`src/rtl/sqrt_controller.sv`:
```
`default_nettype none
// ============================================================================
//  Module      : sqrt_controller
//  Description : Moore control FSM that sequences the square-root Data_Path
//                through load, an add/compare loop and result capture.
//                Provides a level go/done handshake, an iteration count and
//                a saturation flag for runs cut short by MAX_ITER.
//  Revision    : 1.0 - initial release
// ============================================================================
module sqrt_controller #(
    parameter int MAX_ITER = 15,
    parameter int ITER_W   = 4
) (
    input  logic              clk,
    input  logic              clr,
    input  logic              go,
    input  logic              greater,
    output logic              en_a,
    output logic              en_del,
    output logic              en_sq,
    output logic              en_out,
    output logic              ld_add,
    output logic              busy,
    output logic              done,
    output logic              sat,
    output logic [ITER_W-1:0] iter
);

    localparam logic [2:0] IDLE = 3'd0;
    localparam logic [2:0] LOAD = 3'd1;
    localparam logic [2:0] TEST = 3'd2;
    localparam logic [2:0] ADD  = 3'd3;
    localparam logic [2:0] OUT  = 3'd4;
    localparam logic [2:0] DONE = 3'd5;

    localparam logic [ITER_W-1:0] ITER_LIMIT = ITER_W'(MAX_ITER);

    logic [2:0] state;
    logic [2:0] next_state;

    // Whether the loop must stop on this TEST cycle for lack of convergence.
    logic at_limit;
    assign at_limit = (iter >= ITER_LIMIT);

    // Next-state logic; greater only matters in TEST and has priority over
    // the iteration limit.
    always_comb begin
        next_state = state;
        case (state)
            IDLE: if (go) next_state = LOAD;
            LOAD: next_state = TEST;
            TEST: begin
                if (greater)       next_state = OUT;
                else if (at_limit) next_state = OUT;
                else               next_state = ADD;
            end
            ADD:  next_state = TEST;
            OUT:  next_state = DONE;
            DONE: if (!go) next_state = IDLE;
            default: next_state = IDLE;
        endcase
    end

    // State register; clr forces IDLE immediately so every output drops.
    always_ff @(posedge clk or posedge clr) begin
        if (clr) state <= IDLE;
        else     state <= next_state;
    end

    // Iteration count and saturation flag: cleared when a run starts, held
    // through DONE and IDLE so the last run can be inspected afterwards.
    always_ff @(posedge clk or posedge clr) begin
        if (clr) begin
            iter <= '0;
            sat  <= 1'b0;
        end else begin
            case (state)
                IDLE: begin
                    if (go) begin
                        iter <= '0;
                        sat  <= 1'b0;
                    end
                end
                TEST: begin
                    if (!greater && at_limit) sat <= 1'b1;
                end
                ADD: begin
                    // ADD is only reachable below the limit; the guard keeps
                    // the counter from wrapping regardless.
                    if (!at_limit) iter <= iter + 1'b1;
                end
                default: ;
            endcase
        end
    end

    // Moore output decode from the state register only.
    always_comb begin
        en_a   = 1'b0;
        en_del = 1'b0;
        en_sq  = 1'b0;
        en_out = 1'b0;
        ld_add = 1'b0;
        busy   = 1'b0;
        done   = 1'b0;
        case (state)
            LOAD: begin
                en_a   = 1'b1;
                en_sq  = 1'b1;
                en_del = 1'b1;
                busy   = 1'b1;
            end
            TEST: busy = 1'b1;
            ADD: begin
                en_sq  = 1'b1;
                en_del = 1'b1;
                ld_add = 1'b1;
                busy   = 1'b1;
            end
            OUT: begin
                en_out = 1'b1;
                busy   = 1'b1;
            end
            DONE: done = 1'b1;
            default: ;
        endcase
    end

endmodule
`default_nettype wire

```
`config.mk`:
```
export PLATFORM = sky130hd
export DESIGN_NAME = sqrt_controller
export DESIGN_NICKNAME = d
export VERILOG_FILES = /design/src/rtl/sqrt_controller.sv
export SDC_FILE = /design/constraint.sdc
export NUM_CORES = 1
export LEC_CHECK = 0
export ABC_AREA = 0
export CORE_AREA = 5 5 42 44
export DETAILED_ROUTE_END_ITERATION = 10
export DIE_AREA = 0 0 47 49
export DONT_BUFFER_PORTS = 1
export SYNTH_ARGS = -nofsm -noshare
export SYNTH_HDL_FRONTEND = slang
export SYNTH_SLANG_ARGS = --single-unit
```
`constraint.sdc`:
```
create_clock -name clk -period 2 [get_ports clk]
set_input_delay 0.3 -clock clk [delete_from_list [all_inputs] [get_ports clk]]
set_output_delay 0.3 -clock clk [all_outputs]
set_load 0.1 [all_outputs]
```
# After elaboration in Yosys (flattened, before gate mapping)

Cells that the tools add are included.

Add/subtract/negate cells: 1
Order comparisons: 1
Equality and inequality tests: 9
Muxes and demuxes: 17
Reductions and logical operators: 10

Operators with widths:

| operator            | number |
|---|---|
| $pmux 3 s5          | 1 |
| $mux 3              | 4 |
| $mux 1              | 8 |
| $mux 4              | 2 |
| $ne 2x2->1 const B  | 4 |
| $pmux 4 s2          | 1 |
| $eq 3x2->1 const B  | 2 |
| $eq 3x3->1 const B  | 2 |
| $reduce_and 3->1    | 2 |
| $add 4x1->4 const B | 1 |
| $ge 4x4->1 const B  | 1 |
| $reduce_bool 2->1   | 2 |
| $reduce_or 4->1     | 1 |
| $eq 3x1->1 const B  | 1 |
| $logic_not 3->1     | 1 |
| $pmux 1 s2          | 1 |
| $reduce_and 2->1    | 1 |
| $reduce_or 2->1     | 1 |
| $logic_and 1x1->1   | 1 |
| $logic_not 1->1     | 1 |

Bits in registers: 8
Input port bits: 4
Output and inout bits: 12
Word-level logic and storage cells: 41

# Logic depth before layout (Yosys ltp)

Depth in word-level cells: 4
Depth in mapped cells: 4
Gate-level depth less buffers: 4

# Worst setup path before layout

No wires, ideal clock.

Path type: reg-to-output
From: register state[0]
To: output port ld_add
Data arrival time: 2.565 ns
Required time: 1.700 ns
Setup slack: -0.865 ns
Stages on the path, launching flop included: 3
Path buffers: 0
Path through: dfrtp_1 -> inv_1 -> nor3_1

Longest elaborated chain between the ends: 2

RTL lines:

| what                     | RTL line | RTL |
|---|---|---|
| start: declaration       | 38       | `logic [2:0] state;` |
| start signal: assignment | 67       | `else state <= next_state;` |
| $eq 3x2->1               | 106      | `case (state)` |
| $mux 1                   | 106      |  |
| end: declaration         | 22       | `output logic ld_add,` |

No other way between the ends.

# Worst setup path after layout

From: register state[0]
To: output port en_sq

Longest elaborated chain between the ends: 3
Elaborated cells on any way between the ends: 4
Those cells by class: eq/ne: 2; mux: 1; reduce/logical: 1

RTL lines:

| what                                            | RTL line | RTL |
|---|---|---|
| $eq 3x2->1 / $eq 3x1->1 (equally long branches) | --       |  |
| $reduce_or 2->1 (no line) *                     | --       |  |
| $mux 1 *                                        | --       |  |
| end: declaration                                | 20       | `output logic en_sq,` |

Mark *: on every way between the ends. The rest lies on a longest branch, timed or not.

==> key figures <==
Status
  – Outcome: completed

Synthesis
  – Post-synth EDFFs: 0
  – Synth Net Count: 53
  – Synth Area in Compound Gates: 0.149
  – Synth top area share: 0.432
  – Adder-cell share of the synthesized area: 0.0486
  – Mean Syn Cell Area: 9.64 um^2
  – Register area share after synthesis: 0.432
  – Mapped Cells: 48
  – Cell Area, Synth: 463 um^2
  – Largest cells by area after synthesis: dfrtp_1, nand2_1, nor2_1
  – Synth cell types: 26
  – XOR/XNOR Fraction of Synth Area: 0.0189
  – Flops & latches, synth: 8
  – Cell taking the most area after synthesis: dfrtp_1
  – Largest family of logic cells by synthesized area: simple AND/OR/NAND/NOR gates
  – Async S/R FF share, synth: 1.00
  – Synthesis Warnings: 0
  – Post-synthesis mux area share: 0.0216
  – Synth Area in Simple Gates: 0.257
  – Main synth FF type: dfrtp_1

Finish
  – Area grow syn2layout: 33.2%
  – Nets: 69
  – Most common cell after layout, fill and taps aside: buf_4
  – Commonest non-fill, non-tap cells in the layout: buf_4, dfrtp_1, nand2_1
  – Diodes inserted: 0
  – Share of cells above drive strength 1: 0.371

GRT
  – First-pass GRT wire length: 1840 um
  – Initial antenna violation count: 0
  – Total grt overflow: 0
  – Vias in the first global route: 419
  – Largest net degree at the start of global routing: 9
  – Gr usage total: 0.115

STA
  – Least-Margin Pin Slew: 545 ps
  – Tcrit/Tclk final: 0.907
  – Setup ws final: 187 ps
  – F_max: 552 MHz
  – RSZ-0062 raised after global routing: false
  – Max-Slew Margin vs Limit: 0.640
  – Fin. Hold Viols: 0
  – Worst clock skew: 4.35 ps
  – Final setup viols: 0
  – Final worst path period need: 1810 ps
  – Max-slew violation count: 0

Floorplanning
  – Die footprint: 2300 um^2
  – Die W: 47 um
  – Site Rows: 14
  – Core Area: 1400 um^2
  – IO Pins: 16
  – Initial Utilization: 0.330
  – Die Ht: 49 um

Detailed routing
  – Vias per Instance: 5.36
  – DRC: 0
  – Final wirelength: 988 um
  – WL/cell: 12.7 um
  – First-pass detailed-route iteration total: 5
  – Antenna Nets Post-Route: 0
  – Starting DRT DRC Count: 4
  – Via count: 418

Setup path
  – Critical path class: reg2out
  – Crit path from: state[0]
  – CP arrival: 1510 ps
  – CP Launch Type: register
  – Crit-path cells: nand2b_1 -> clkinvlp_4 -> buf_4
  – Family with the most delay on the worst path: buffers and inverters
  – Crit end category: output port
  – Crit path buffers/inverters: 2
  – Worst r2r src: state[2]
  – Worst-path maximum fanout: 8
  – Slowest CP cell: dfrtp_1
  – Worst Path Required: 1700 ps
  – Critical Path Max Stage Delay: 470 ps

Clocking
  – H-tree depth: 1
  – Root Buffer: clkbuf_4
  – Worst-Skew Late Latency: 260 ps
  – CTS sink cnt: 8
  – CTS buffer count: 3
  – Max Root-Sink Buffers: 2
  – CTS clk-pin slew, worst paths: 50 ps
  – Post CTS Setup Buffer Count: 0
  – CTS tree: done

Placed design
  – Routability congestion estimate: 0.731
  – Pre-CTS setup slack: 464 ps
  – Final HPWL DP: 761 um
  – PortBufs: 0

Hold path
  – Hold Crit Start: greater
  – Hold WC Path Type: in2reg

Job
  – Max Cap Viol: 0
[per-layer routing]
layer	vias up	part of all wire	global-route usage	wire length [um]
li1	203	-	-	-
met2	15	0.46	0.154	457
met1	195	0.44	0.144	435
met3	5	0.049	0.0332	48
met5	-	0	0	0
met4	0	0.048	0.0968	47
[layout make-up]
cell class | count | area [um^2]
Clock buffer | 3 | 22.5
Fill cell | 149 | 785
Inverter | 4 | 18.8
Multi-Input combinational cell | 34 | 255
Sequential cell | 8 | 200
Tap cell | 16 | 20.0
Timing Repair Buffer | 13 | 100
[flip-flops by register name (all words and copies together) (netlist names)]
register / count
iter: 4
sat: 1
state: 3
[final timing paths]
check | to | slack, ps | cells past startpoint
setup / recovery | en_sq | 190 | 3
setup reg to reg | iter[3] | 570 | 4
max in group asynchronous | iter[1] | 1350 | 2
hold / removal | sat | 140 | 1
hold reg to reg | sat | 480 | 2
min in group asynchronous | iter[2] | 420 | 2
[stage by stage]
step | setup TNS [ps] | hold WS, ps | instance area [um^2] | util | instances
finish | 0 | 139 | 617 | 0.440 | 78
detailed placement | 0 | 159 | 584 | 0.417 | 74
CTS | 0 | 137 | 617 | 0.440 | 78
floorplan | -329 | 116 | 482 | - | 48
global placement | 0 | 158 | 584 | 0.417 | 74
global route | 0 | 137 | 617 | 0.440 | 78
[logic make-up (layout without fill, tap and decap cells)]
logic type,count (synthesis),after routing
and+or+nand+nor,22,22
AOI/OAI and AO/OA,8,8
DFF,8,8
buffers and inverters,6,20
adders and majority gates,2,2
xor gates and xnor gates,1,1
muxes,1,1
[cells in the mapped netlist, types with 2 or more instances]
library cell  instances
nand4_1               2
inv_1                 4
nand2_1               7
nor2_1                5
o31ai_1               2
dfrtp_1               8
[timing repair]
action | CTS | global route
hold buffers | 1 | 0
gates resized for setup | 0 | 0
hold endpoints to repair | 8 | 0
Power is left out: the tool's default activity adds up to more than one toggle a clock period on the data nets, which glitch-free logic cannot reach.
